File: config.mk
export PLATFORM = sky130hd
export DESIGN_NAME = exc_commit_ctrl
export DESIGN_NICKNAME = d
export VERILOG_FILES = /design/src/rtl/exc_pkg.sv /design/src/rtl/exc_commit_ctrl.sv
export SDC_FILE = /design/constraint.sdc
export NUM_CORES = 1
export LEC_CHECK = 0
export BUFFER_PORTS_ARGS = -buffer_cell sky130_fd_sc_hd__buf_2
export CORE_ASPECT_RATIO = 0.7
export CORE_MARGIN = 8
export CORE_UTILIZATION = 40
export CTS_BUF_LIST = sky130_fd_sc_hd__clkbuf_8
export CTS_CLUSTER_DIAMETER = 80
export CTS_CLUSTER_SIZE = 20
export DETAILED_ROUTE_END_ITERATION = 16
export GPL_TIMING_DRIVEN = 0
export PLACE_DENSITY_LB_ADDON = 0.08
export SETUP_SLACK_MARGIN = 0.3
export SKIP_CTS_REPAIR_TIMING = 1
export SYNTH_ARGS = -nofsm -noshare
export SYNTH_HDL_FRONTEND = slang
export SYNTH_SLANG_ARGS = --single-unit
File: constraint.sdc
create_clock -name clk -period 5.31 [get_ports clk]
set_clock_uncertainty 0.1 [all_clocks]
set_input_delay 1.062 -clock clk [delete_from_list [all_inputs] [get_ports clk]]
set_output_delay 1.062 -clock clk [all_outputs]
set_load 0.01 [all_outputs]
File: src/rtl/exc_pkg.sv
// Exception type codes, CP0 ExcCode values and FSM states
// shared by the exception commit controller.
package exc_pkg;

  localparam logic [31:0] EXC_NONE           = 32'd0;
  localparam logic [31:0] EXC_INT            = 32'd1;
  localparam logic [31:0] EXC_INST_ADD_ERR   = 32'd2;
  localparam logic [31:0] EXC_OVF            = 32'd3;
  localparam logic [31:0] EXC_SYSCALL        = 32'd4;
  localparam logic [31:0] EXC_BREAK          = 32'd5;
  localparam logic [31:0] EXC_ERET           = 32'd6;
  localparam logic [31:0] EXC_RI             = 32'd7;
  localparam logic [31:0] EXC_DATA_ADD_ERR_L = 32'd8;
  localparam logic [31:0] EXC_DATA_ADD_ERR_S = 32'd9;

  localparam logic [4:0] CODE_INT  = 5'd0;
  localparam logic [4:0] CODE_ADEL = 5'd4;
  localparam logic [4:0] CODE_ADES = 5'd5;
  localparam logic [4:0] CODE_SYS  = 5'd8;
  localparam logic [4:0] CODE_BP   = 5'd9;
  localparam logic [4:0] CODE_RI   = 5'd10;
  localparam logic [4:0] CODE_OV   = 5'd12;

  typedef logic [1:0] state_t;

  localparam state_t ST_IDLE     = 2'd0;
  localparam state_t ST_DRAIN    = 2'd1;
  localparam state_t ST_COMMIT   = 2'd2;
  localparam state_t ST_REDIRECT = 2'd3;

  function automatic logic [4:0] exc_to_code(input logic [31:0] t);
    logic [4:0] c;
    c = CODE_INT;
    case (t)
      EXC_INST_ADD_ERR:   c = CODE_ADEL;
      EXC_OVF:            c = CODE_OV;
      EXC_SYSCALL:        c = CODE_SYS;
      EXC_BREAK:          c = CODE_BP;
      EXC_RI:             c = CODE_RI;
      EXC_DATA_ADD_ERR_L: c = CODE_ADEL;
      EXC_DATA_ADD_ERR_S: c = CODE_ADES;
      default:            c = CODE_INT;
    endcase
    return c;
  endfunction

endpackage

File: src/rtl/exc_commit_ctrl.sv
// Precise exception / ERET sequencer: drain the data bus,
// commit to CP0 in one cycle, flush and redirect fetch.
module exc_commit_ctrl #(
  parameter logic [31:0] EXC_VECTOR   = 32'hBFC0_0380,
  parameter int unsigned FLUSH_CYCLES = 1
) (
  input  logic        clk,
  input  logic        rst,
  input  logic        exc_valid_i,
  input  logic [31:0] exc_type_i,
  input  logic [31:0] exc_pc_i,
  input  logic [31:0] exc_badvaddr_i,
  input  logic        exc_in_ds_i,
  input  logic        mem_busy_i,
  input  logic [31:0] cp0_epc_i,
  input  logic        redirect_ready_i,
  output logic        stall_o,
  output logic        flush_o,
  output logic        redirect_valid_o,
  output logic [31:0] redirect_pc_o,
  output logic        cp0_exc_we_o,
  output logic [4:0]  cp0_exccode_o,
  output logic [31:0] cp0_epc_o,
  output logic        cp0_bd_o,
  output logic        cp0_badvaddr_we_o,
  output logic [31:0] cp0_badvaddr_o,
  output logic        cp0_eret_o,
  output logic        busy_o
);

  import exc_pkg::*;

  localparam logic [3:0] CNT_INIT = 4'(FLUSH_CYCLES - 1);

  state_t      state;
  logic [3:0]  cnt;
  logic [31:0] typ_q;
  logic [31:0] pc_q;
  logic [31:0] bva_q;
  logic        ds_q;
  logic        pend_q;
  logic [31:0] rpc_q;

  logic        accept;
  logic        is_eret;
  logic [31:0] commit_rpc;

  assign accept = (state == ST_IDLE) && exc_valid_i &&
                  (exc_type_i != EXC_NONE) && !rst;
  assign is_eret = (typ_q == EXC_ERET);
  assign commit_rpc = is_eret ? cp0_epc_i : EXC_VECTOR;

  always_ff @(posedge clk) begin
    if (rst) begin
      state  <= ST_IDLE;
      cnt    <= 4'd0;
      typ_q  <= 32'd0;
      pc_q   <= 32'd0;
      bva_q  <= 32'd0;
      ds_q   <= 1'b0;
      pend_q <= 1'b0;
      rpc_q  <= 32'd0;
    end else begin
      unique case (state)
        ST_IDLE: begin
          if (accept) begin
            typ_q <= exc_type_i;
            pc_q  <= exc_pc_i;
            bva_q <= exc_badvaddr_i;
            ds_q  <= exc_in_ds_i;
            state <= mem_busy_i ? ST_DRAIN : ST_COMMIT;
          end
        end
        ST_DRAIN: begin
          if (!mem_busy_i) state <= ST_COMMIT;
        end
        ST_COMMIT: begin
          cnt    <= CNT_INIT;
          rpc_q  <= commit_rpc;
          pend_q <= !redirect_ready_i;
          if (redirect_ready_i && CNT_INIT == 4'd0)
            state <= ST_IDLE;
          else
            state <= ST_REDIRECT;
        end
        ST_REDIRECT: begin
          if (cnt != 4'd0) cnt <= cnt - 4'd1;
          if (redirect_ready_i) pend_q <= 1'b0;
          // exit needs both the handshake and an expired flush window
          if ((!pend_q || redirect_ready_i) && cnt == 4'd0)
            state <= ST_IDLE;
        end
      endcase
    end
  end

  always_comb begin
    stall_o           = 1'b0;
    flush_o           = 1'b0;
    redirect_valid_o  = 1'b0;
    redirect_pc_o     = 32'd0;
    cp0_exc_we_o      = 1'b0;
    cp0_exccode_o     = 5'd0;
    cp0_epc_o         = 32'd0;
    cp0_bd_o          = 1'b0;
    cp0_badvaddr_we_o = 1'b0;
    cp0_badvaddr_o    = 32'd0;
    cp0_eret_o        = 1'b0;
    unique case (state)
      ST_IDLE: stall_o = accept;
      ST_DRAIN: stall_o = 1'b1;
      ST_COMMIT: begin
        stall_o          = 1'b1;
        flush_o          = 1'b1;
        redirect_valid_o = 1'b1;
        redirect_pc_o    = commit_rpc;
        if (is_eret) begin
          cp0_eret_o = 1'b1;
        end else begin
          cp0_exc_we_o  = 1'b1;
          cp0_exccode_o = exc_to_code(typ_q);
          cp0_epc_o     = ds_q ? pc_q - 32'd4 : pc_q;
          cp0_bd_o      = ds_q;
        end
        if (typ_q == EXC_INST_ADD_ERR) begin
          cp0_badvaddr_we_o = 1'b1;
          cp0_badvaddr_o    = pc_q;
        end else if (typ_q == EXC_DATA_ADD_ERR_L ||
                     typ_q == EXC_DATA_ADD_ERR_S) begin
          cp0_badvaddr_we_o = 1'b1;
          cp0_badvaddr_o    = bva_q;
        end
      end
      ST_REDIRECT: begin
        stall_o          = 1'b1;
        flush_o          = (cnt != 4'd0);
        redirect_valid_o = pend_q;
        redirect_pc_o    = pend_q ? rpc_q : 32'd0;
      end
    endcase
  end

  assign busy_o = (state != ST_IDLE);

endmodule

-- After elaboration in Yosys (flattened, before gate mapping)
Index checks and enable logic that the tools add are counted.
- flip-flop bits (word level): 136
- output and inout port bits: 109
- input bits: 134
- word-level logic and storage cells: 81
- add/sub/neg operators: 2
- reduce and logical (&&, ||, !) cells: 21
- muxes and demuxes: 34
- equality and inequality tests: 16
- operators by type and width (operator ; count):
    32-bit 2-to-1 mux ; 8
    32-bit by 3-bit equality test with 1-bit output, second input constant ; 4
    32-bit by 2-bit equality test with 1-bit output, second input constant ; 2
    32-bit by 4-bit equality test with 1-bit output, second input constant ; 2
    32-bit one-hot mux with 2 select lines ; 1
    32-bit nonzero test ; 1
    32-bit by 3-bit subtractor with 32-bit output, second input constant ; 1
    4-bit one-hot mux with 6 select lines ; 1
    4-bit 2-to-1 mux ; 3
    1-bit 2-to-1 mux ; 10
    2-bit 2-to-1 mux ; 5
    2-bit inequality test, second input constant ; 5
    1-bit one-hot mux with 2 select lines ; 4
    2-bit one-hot mux with 4 select lines ; 1
    4-bit one-hot mux with 2 select lines ; 1
    2-bit AND reduction ; 3
    2-bit equality test, second input constant ; 2
    1-bit logical AND ; 4
    4-bit zero test ; 1
    2-bit nonzero test ; 2
    4-bit nonzero test ; 1
    4-bit by 1-bit subtractor with 4-bit output, second input constant ; 1
    1-bit zero test ; 3
    3-bit AND reduction ; 1
    other kinds (5) ; 6

-- Depth between registers and ports, before layout
Gate-level depths: netlist of the first run.
- word-level depth: 6
- depth in mapped cells: 8
- gate-level depth less buffers: 6

-- Worst setup path after synthesis of the first run
Ideal clock, no wire load.
- path type: input port to output port
- start point: input exc_type_i[24]
- end point: output stall_o
- setup slack: 1.784 ns
- stages on the path: 6
- arrival: 2.364 ns
- required time: 4.148 ns
- cells stage by stage: nor4_1 > nand4_1 > o2111ai_1 > clkbuf_1 > clkbuf_1 > nand2_1
- cells in the longest elaborated chain, start to end: 4
- RTL lines (item ; RTL line ; RTL):
    from (decl) ; exc_commit_ctrl.sv:10 ; input logic [31:0] exc_type_i,
    32-bit nonzero test ; exc_commit_ctrl.sv:49 ; (exc_type_i != EXC_NONE) && !rst;
    1-bit logical AND ; exc_commit_ctrl.sv:48 ; assign accept = (state == ST_IDLE) && exc_valid_i &&
    1-bit logical AND ; exc_commit_ctrl.sv:49 ;
    1-bit one-hot mux with 2 select lines ; exc_commit_ctrl.sv:109 ; unique case (state)
    to (decl) ; exc_commit_ctrl.sv:17 ; output logic stall_o,
Every way passes these cells.

-- Worst setup path after layout of the first run
- start point: register typ_q[19]
- end point: output redirect_pc_o[9]
- cells in the longest elaborated chain, start to end: 3
- RTL lines (item ; RTL line ; RTL):
    from (decl) ; exc_commit_ctrl.sv:37 ; logic [31:0] typ_q;
    from (signal assigned) ; exc_commit_ctrl.sv:67 ; typ_q <= exc_type_i;
    32-bit by 3-bit equality test with 1-bit output ; exc_commit_ctrl.sv:50 ; assign is_eret = (typ_q == EXC_ERET);
    32-bit 2-to-1 mux ; exc_commit_ctrl.sv:51 ; assign commit_rpc = is_eret ? cp0_epc_i : EXC_VECTOR;
    32-bit one-hot mux with 2 select lines ; exc_commit_ctrl.sv:109 ;
    to (decl) ; exc_commit_ctrl.sv:20 ; output logic [31:0] redirect_pc_o,
Every way passes these cells.

==> summary.txt, run 1 <==
Detailed routing
  • WL/cell: roughly 19 um
  • Highest routed layer: met5
  • Via Count: a little over 7000
  • DR WL met3: roughly 1800 um
  • Via density: around 5.3
  • DRT met1 WL: about 12000 um
  • Post-DRT Antenna Nets: 0
  • Initial DRC count: between 400 and 500
  • DRC viols: 0
  • Drt pass-1 iters: 5
  • Routed WL: roughly 25000 um
  • Metal2 WL: roughly 11000 um

Synthesis
  • Post-synthesis instance area: just over 0.007 mm2
  • Post-synth top flop: dfxtp_1
  • Synth unique cells: 47
  • Post-Syn Instances: ~820
  • Largest family of logic cells by synthesized area: simple AND/OR/NAND/NOR gates
  • Post-Synth Adder-Cell Area: less than 1%
  • Simple-Gate Fraction of Synth Area: 24.8%
  • Yosys warning total: 0
  • Post-synthesis mux area share: ~15%
  • FFs w/ async S/R, synth: 0%
  • Register area share after synthesis: a little under two fifths
  • Synth Net Count: approximately 960
  • Syn Area/Cell: between 8 and 9 um2
  • Compound-gate portion of the synthesized area: between 10% and 20%
  • EDFF count, synth: 0
  • Yosys reg bits: approximately 140
  • Synth Area in XOR/XNOR: 1.59%

STA
  • RSZ-0062 raised after global routing: false
  • Fmax: between 200 and 250 MHz
  • Final worst setup slack: 0.660 ns
  • Actual slew at the worst max-slew pin: 0.847 ns
  • Max-slew headroom: approximately 43%
  • Setup Viol. Count Final: 0
  • Fin crit period: ~4.7 ns
  • Final worst-path cycle share: around 88%
  • Final hold viol count: 0
  • Max-slew violation count: 0
  • Final hold slack: just under 0.4 ns
  • Setup TNS: 0 ns

Clock network
  • Worst-path clk slew: 0.08 ns
  • Clock Latency Late Sink: between 0.4 and 0.5 ns
  • Clk root buf: clkbuf_8
  • CTS Buffer Depth: 2
  • Clock sink total: approximately 140
  • CTS tree: built
  • CTS Buf Count: 17
  • H-tree depth: 4

Die
  • Die ar.: between 0.02 and 0.025 mm2
  • Die width: ~180 um
  • Die span in y: 128 um
  • # IOs: approximately 240
  • Initial Utilization: about two fifths
  • Num rows: just over 40
  • Core ar.: 0.0177 mm2

Final layout
  • Layout Nets: about 1200
  • Share of layout cells above drive strength 1: about a third
  • # diodes: 0
  • P&R area growth vs syn: 25.8%
  • Fillers: approximately 1800

Placed design
  • I/O Buffers: 240
  • Gpl congestion: between 0.8 and 0.9
  • Post-DP HPWL: just under 20000 um
  • Post-placement setup slack: between 0.7 and 0.8 ns

GRT
  • First-pass GRT wire length: roughly 38000 um
  • Initial antenna violation count: 1
  • Vias in the first global route: 6842
  • GRT Util Overall: 21.6%
  • Grt total ovfl: 0
  • Largest net degree at the start of global routing: 17

Power and ir drop
  • Part of the power in registers: between 40% and 50%
  • Leak: 3.86 nW
  • Clock network fraction of total power: 31.8%
  • Sw Ratio: between 30% and 40%
  • Pint: roughly 0.0016 W
  • Logic gate share of total power: 19.8%
  • Peak VDD IR: around 0.00010 V
  • Psw: 0.000754 W
  • Pwr/cell area: approximately 270 mW/mm2

Worst setup path
  • CP required: 4.15 ns
  • CP startpoint kind: flip-flop
  • CP Class: flip-flop to output pin
  • Arrival time of the worst setup path: 3.49 ns
  • Largest fanout on the critical path: 10
  • Critical Path Sink Type: output pin

Status
  • Status: completed

Flow run
  • Maxcap violations: 0

Hold path
  • Worst hold path type: flip-flop to flip-flop
[worst max-delay path, stage by stage, from the launching register on]
cell and delay [ns]:
dfxtp_1 0.31, nor4_1 0.47, nand4_1 0.47, o31ai_2 0.61, clkbuf_1 0.48, clkbuf_1 0.39
nand3_1 0.14, buf_2 0.17
[worst paths after layout]
path                            end  slack (ns)  cells past startpoint              startpoint
max                redirect_pc_o[9]        0.66                      7  typ_q[19]$_SDFFE_PP0P_
min          rpc_q[20]$_SDFFE_PP0P_        0.39                      1  rpc_q[20]$_SDFFE_PP0P_
max reg2reg  rpc_q[29]$_SDFFE_PP0P_        2.48                      5  typ_q[19]$_SDFFE_PP0P_
min reg2reg  rpc_q[20]$_SDFFE_PP0P_        0.39                      1  rpc_q[20]$_SDFFE_PP0P_
[final cells by class]
type                    instances  area (um2)  area share (%)
multi-input cells             594        4080            45.4
flip-flops and latches        136        2720            30.3
repair buffers                240        1200            13.4
plain buffers                  74         295            3.28
well taps                     236         295            3.28
clock buffers                  17         234            2.60
clock inverters                14         105            1.17
inverters                      15        56.3           0.626
[cell usage in the layout (no fill, tap or decap), types with 15 or more instances in the layout]
| cell type | synthesis | final |
|---|---|---|
| clkbuf_1 | 65 | 65 |
| a22o_1 | 40 | 40 |
| nor2b_1 | 94 | 94 |
| clkbuf_8 | 0 | 17 |
| dfxtp_1 | 136 | 136 |
| o21ai_0 | 40 | 40 |
| inv_1 | 14 | 15 |
| or4_1 | 17 | 17 |
| nand2_1 | 47 | 47 |
| nor2_1 | 31 | 31 |
| a21oi_1 | 50 | 50 |
| mux2_2 | 97 | 97 |
| nand3_1 | 47 | 47 |
| buf_2 | 4 | 244 |
| nor4_1 | 29 | 29 |
[registers in the layout, indices dropped and copies added, names as in the netlist]
register	cells
bva_q	32
pc_q	32
rpc_q	32
typ_q	32
cnt	4
state	2
ds_q	1
pend_q	1
[power by group through the flow]
stage | clock network, W | logic, W | registers (W)
finish | 0.000759 | 0.000473 | 0.00116
global placement | 0 | 0.000466 | 0.00118
floorplan | 0 | 0.000312 | 0.00116
CTS | 0.000781 | 0.000472 | 0.00116
global route | 0.000824 | 0.000524 | 0.00117
detailed placement | 0 | 0.000470 | 0.00118
[cells by family (layout without fill, tap and decap cells)]
group,count (synthesis),after routing
simple gates,315,315
compound gates,165,165
flops,136,136
mux,98,98
buf+inv,89,360
xor+xnor,13,13
fa+ha+maj,2,2
other cells,1,1
[cell usage after synthesis, drive strengths merged, types with 2 or more instances]
cell type	count	area (um2)
dfxtp	136	2720
mux2	97	1090
nor2b	94	588
clkbuf	65	244
a21oi	50	250
nand2	47	176
nand3	47	235
a22o	40	350
o21ai	40	200
nor2	31	116
nor4	29	181
or4	17	128
inv	14	52.6
a31oi	12	75.1
or3	12	75.1
xnor2	10	87.6
buf	9	50.1
o31ai	9	67.6
nor3	7	35.0
nand4	6	37.5
o32ai	4	35.0
or2	4	25.0
a211oi	3	22.5
and2	3	18.8
nand3b	3	22.5
nor4b	3	26.3
xor2	3	26.3
a221oi	2	17.5
and4	2	17.5
ha	2	25.0
nand2b	2	12.5
nor3b	2	15.0
o41ai	2	17.5
or4b	2	20.0
[per-stage QoR]
stage | std cells | power (W) | area [um2] | util, %
final | 1326 | 0.00239 | 8990 | 50.6
after global routing | 1326 | 0.00252 | 8990 | 50.6
after CTS | 1326 | 0.00241 | 8980 | 50.6
after detailed placement | 1295 | 0.00165 | 8640 | 48.7
after global placement | 1295 | 0.00164 | 8640 | 48.7
after floorplan | 819 | 0.00147 | 7150 | -
[per-layer routing]
layer,vias to the layer above,GRT usage [%]
met5,-,0
met4,2,4.17
met3,15,5.59
met2,251,32.1
met1,3308,31.0
li1,3477,-
Note: power is estimated with default switching activity, not from simulation.
==> inputs of run 2 (changes only) <==
Settings changed: CELL_PAD_IN_SITES_DETAIL_PLACEMENT from default to 1, CELL_PAD_IN_SITES_GLOBAL_PLACEMENT from default to 1.
==> summary.txt, run 2 (synthesized netlist as in run 1, its figures left out) <==
Final layout
  • Layout Nets: ~1200
  • Fillers: 2243
  • P&R area growth vs syn: 27.6%
  • Area of the multi-input gates: approximately 0.0041 mm2
  • Fin cells: roughly 1300
  • Register cell area after layout: roughly 0.0027 mm2
  • Most common cell after layout, fill and taps aside: buf_2
  • Commonest cells after routing, fill and taps aside: buf_2, dfxtp_1, mux2_2
  • Share of layout cells above drive strength 1: 34.8%

Worst setup path
  • CP Class: flip-flop to output pin
  • R2R depth: 5
  • CP required: a little over 4 ns
  • CP Cell Sequence: nor4_1 > nand4_1 > o31ai_2 > clkbuf_1 > buf_1 > nand3_1 > buf_2
  • CP max-delay cell: o31ai_2
  • Arrival time of the worst setup path: 3.56 ns
  • Critical Path Sink Type: output pin
  • Largest fanout on the critical path: 10
  • Setup slack, reg-to-reg: 2.50 ns
  • CP startpoint kind: flip-flop
  • CP peak stage delay: approximately 0.56 ns

Detailed routing
  • Initial DRC count: ~440
  • Via density: roughly 5.4
  • Drt pass-1 iters: 5
  • DRC viols: 0
  • Routed WL: 26700 um
  • WL/cell: around 20 um
  • Post-DRT Antenna Nets: 0
  • Via Count: 7232

Hold path
  • Worst hold path type: flip-flop to flip-flop
  • WHS Path Cells: 1

Die
  • Core ar.: approximately 0.018 mm2
  • Initial Utilization: between 40% and 50%
  • Die width: 176 um
  • # IOs: approximately 240
  • Die span in y: 128 um
  • Num rows: 41
  • Die ar.: roughly 0.022 mm2

STA
  • Fmax: 212 MHz
  • Max-slew violation count: 0
  • Setup Viol. Count Final: 0
  • Final hold slack: 0.385 ns
  • Max-slew headroom: around 43%
  • Actual slew at the worst max-slew pin: 0.847 ns
  • RSZ-0062 raised after global routing: false
  • Fin crit period: approximately 4.7 ns
  • Final hold viol count: 0
  • Final worst-path cycle share: 89.0%
  • Setup TNS: 0 ns

Placed design
  • Post-DP HPWL: between 20000 and 25000 um
  • Gpl congestion: 0.839
  • I/O Buffers: 240
  • Placed cell count: between 1000 and 1500

Power and ir drop
  • Final total power: about 0.0027 W
  • Logic gate share of total power: between 10% and 20%
  • Pwr/cell area: 291 mW/mm2
  • Psw: roughly 0.0008 W
  • Clock network fraction of total power: between 30 and 40%
  • Leak: 3.92 nW
  • Sw Ratio: 29.4%
  • Peak VDD IR: 0.000126 V
  • Pint: about 0.0019 W
  • Part of the power in registers: between 40% and 50%

GRT
  • Vias in the first global route: between 7000 and 8000
  • GRT Util Overall: 23.1%
  • Largest net degree at the start of global routing: 17
  • Initial antenna violation count: 4
  • Grt total ovfl: 0
  • First-pass GRT wire length: approximately 41000 um

Flow run
  • Maxcap violations: 0

Clock network
  • Clock Latency Late Sink: approximately 0.46 ns
  • Worst-path clk slew: 0.08 ns
  • Clk root buf: clkbuf_8
  • CTS tree: built
  • Clock sink total: 136
  • H-tree depth: 4
  • CTS Buf Count: 17
  • CTS Buffer Depth: 2

Status
  • Status: completed
-- run 2: cell types whose count changed in the layout (fill, tap and decap cells not counted), sizes merged --
cell and delta:
diode +1, inv +1, clkbuf -1, clkinv -4
buf +1, bufinv +5, clkinvlp -1
-- run 2: final cells by class --
type	instances	share of cell area, %
clock inverter	15	2.47
multi-input combinational	594	44.8
antenna	1	0.0274
tap	236	3.24
sequential	136	29.9
clock buffer	17	2.57
inverter	15	0.618
timing repair buffer	240	13.2
buffer	74	3.22
-- run 2: final timing paths --
path,endpoint,from
worst max-delay path,redirect_pc_o[24],typ_q[21]$_SDFFE_PP0P_
worst min-delay path,rpc_q[16]$_SDFFE_PP0P_,rpc_q[16]$_SDFFE_PP0P_
worst max register to register,rpc_q[27]$_SDFFE_PP0P_,typ_q[21]$_SDFFE_PP0P_
worst min register to register,rpc_q[16]$_SDFFE_PP0P_,rpc_q[16]$_SDFFE_PP0P_
-- run 2: layer usage --
layer	GRT usage (%)	wire [um]
met1	31.6	12900
met4	6.21	388
met2	35.2	11700
met5	0	35
met3	6.09	1710
-- run 2: critical path, delay by kind of cell (launching register included) --
kind,cells,cell delay [ns]
DFF,1,0.33
buffers and inverters,3,1.19
AOI/OAI and AO/OA,1,0.56
and+or+nand+nor,3,1.02
-- run 2: metrics by stage --
stage | instance area, um2 | setup slack, ns | utilization (%)
floorplan | 7150 | 1.78 | -
global placement | 8640 | 0.818 | 48.7
detailed placement | 8640 | 0.768 | 48.7
CTS | 9100 | 0.362 | 51.3
global route | 9120 | 0.337 | 51.4
finish | 9120 | 0.584 | 51.4
-- run 2: power groups by stage --
stage / clock (W) / sequential, W / combinational [W]
2_1_floorplan: 0 / 0.00116 / 0.000312
3_3_place_gp: 0 / 0.00118 / 0.000464
3_5_place_dp: 0 / 0.00118 / 0.000477
4_1_cts: 0.00103 / 0.00116 / 0.000480
5_1_grt: 0.00107 / 0.00117 / 0.000529
6_report: 0.00101 / 0.00116 / 0.000483
==> inputs of run 3 (changes only) <==
Settings changed: CORE_UTILIZATION 40 to 34.
Clock period 5.31 ns to 4.2 ns, I/O delays scaled along.
==> summary.txt, run 3 (synthesized netlist as in run 1, its figures left out) <==
Worst setup path
  • CP required: ~3.3 ns
  • CP bufs+invs: 3
  • Critical Path Sink Type: output pin
  • Arrival time of the worst setup path: 2.89 ns
  • Worst path depth: 7
  • CP max-delay cell: or4_4
  • CP Cell Sequence: or4_4 > buf_6 > or4_1 > buf_6 > or4_1 > a21oi_2 > buf_2
  • Largest fanout on the critical path: 8
  • CP top delay family: simple AND/OR/NAND/NOR gates
  • CP Class: flip-flop to output pin
  • R2R depth: 6
  • CP peak stage delay: 0.53 ns
  • CP startpoint kind: flip-flop

Final layout
  • Share of layout cells above drive strength 1: approximately 40%
  • Layout Nets: ~1200
  • Commonest cells after routing, fill and taps aside: buf_2, dfxtp_1, mux2_2
  • P&R area growth vs syn: 31.1%
  • Final core utilization: a little under half
  • Most common cell after layout, fill and taps aside: buf_2
  • Fillers: around 2600

GRT
  • Vias in the first global route: roughly 7200
  • Initial antenna violation count: 3
  • Largest net degree at the start of global routing: 17
  • GRT Util Overall: 20.2%
  • First-pass GRT wire length: just over 40000 um
  • Grt total ovfl: 0

Detailed routing
  • Initial DRC count: between 300 and 400
  • Routed WL: ~27000 um
  • Via Count: a little over 7000
  • Drt pass-1 iters: 5
  • WL/cell: a little under 20 um
  • Via density: roughly 5.2
  • Post-DRT Antenna Nets: 0
  • DRC viols: 0

STA
  • RSZ-0062 raised after global routing: true
  • Final hold slack: around 0.38 ns
  • Max-slew violation count: 0
  • Setup Viol. Count Final: 0
  • Final hold viol count: 0
  • Final worst-path cycle share: between 90% and 100%
  • Actual slew at the worst max-slew pin: 0.794 ns
  • Fmax: between 200 and 300 MHz
  • Max-slew headroom: 47.1%
  • Setup TNS: 0 ns
  • Fin crit period: about 3.8 ns

Clock network
  • Worst-path clk slew: roughly 0.09 ns
  • Clock sink total: between 100 and 150
  • CTS Buf Count: 17
  • Clk root buf: clkbuf_8
  • CTS Buffer Depth: 2
  • H-tree depth: 4
  • CTS tree: built
  • Clock Latency Late Sink: ~0.45 ns

Placed design
  • I/O Buffers: between 200 and 250
  • Post-DP HPWL: between 20000 and 25000 um
  • Gpl congestion: between 0.8 and 0.9

Power and ir drop
  • Psw: 0.000997 W
  • Part of the power in registers: a little under half
  • Pwr/cell area: 344 mW/mm2
  • Pint: 0.00222 W
  • Sw Ratio: around 31%
  • Logic gate share of total power: between 20% and 30%
  • Leak: around 4.0 nW
  • Final total power: 0.00322 W
  • Clock network fraction of total power: around a third
  • Peak VDD IR: 0.000175 V

Die
  • Num rows: 44
  • Core ar.: just over 0.02 mm2
  • Die span in y: 137 um
  • Die width: around 190 um
  • Die ar.: 0.0260 mm2
  • # IOs: 243
  • Initial Utilization: roughly 35%

Hold path
  • WHS Path Cells: 1
  • Worst hold path type: flip-flop to flip-flop

Status
  • Status: completed

Flow run
  • Maxcap violations: 0
==> run 3: cell count changes in the layout (fill, tap and decap cells not counted), sizes merged <==
cell | previous run | this run
buf | 249 | 265
clkbuf | 82 | 78
bufinv | 5 | 2
clkinv | 4 | 6
clkinvlp | 2 | 4
inv | 19 | 18
==> run 3: worst reg2reg max path, cell delays in order, from the launching register on <==
cell and delay [ns]:
dfxtp_1 0.31, buf_1 0.30, nor3b_2 0.31, nand3_1 0.22, nor4_1 0.53, clkbuf_1 0.45
a22o_1 0.21
==> run 3: final timing paths <==
check / end / from / slack, ns
max: cp0_epc_o[21] / pc_q[7]$_SDFFE_PP0P_ / 0.37
max reg2reg: rpc_q[2]$_SDFFE_PP0P_ / typ_q[1]$_SDFFE_PP0P_ / 1.73
min reg2reg: rpc_q[18]$_SDFFE_PP0P_ / rpc_q[18]$_SDFFE_PP0P_ / 0.38
min: rpc_q[18]$_SDFFE_PP0P_ / rpc_q[18]$_SDFFE_PP0P_ / 0.38
==> run 3: per-stage QoR <==
| step | setup slack, ns | instances | cell area, um2 |
|---|---|---|---|
| after global routing | 0.193 | 1380 | 9370 |
| final | 0.370 | 1380 | 9370 |
| after detailed placement | 0.00853 | 1335 | 8690 |
| after floorplan | 0.902 | 819 | 7150 |
| after global placement | 0.000264 | 1335 | 8690 |
| after CTS | -0.502 | 1367 | 9080 |
==> run 3: metal layers <==
metal	GRT usage [%]	wire length, um	vias to the layer above
met1	29.0	14100	3430
met4	4.46	259	4
met2	29.5	11400	184
met3	5.49	1600	21
met5	0	20	-
li1	-	-	3501
==> run 3: power groups by stage <==
stage	Combinational [W]	Sequential, W	Clock, W
6_report	0.000653	0.00147	0.00109
5_1_grt	0.000718	0.00149	0.00118
4_1_cts	0.000612	0.00147	0.00112
3_5_place_dp	0.000609	0.00150	0
3_3_place_gp	0.000597	0.00149	0
2_1_floorplan	0.000395	0.00147	0
==> run 3: area by class of cell <==
cell class | count | area, um2 | share of cell area (%)
sequential | 136 | 2730 | 29.1
tap | 276 | 345 | 3.68
multi-input combinational | 594 | 4200 | 44.9
buffer | 74 | 354 | 3.78
clock buffer | 17 | 234 | 2.50
clock inverter | 15 | 153 | 1.63
antenna | 1 | 2.50 | 0.0267
timing repair buffer | 252 | 1290 | 13.8
inverter | 15 | 56.3 | 0.601
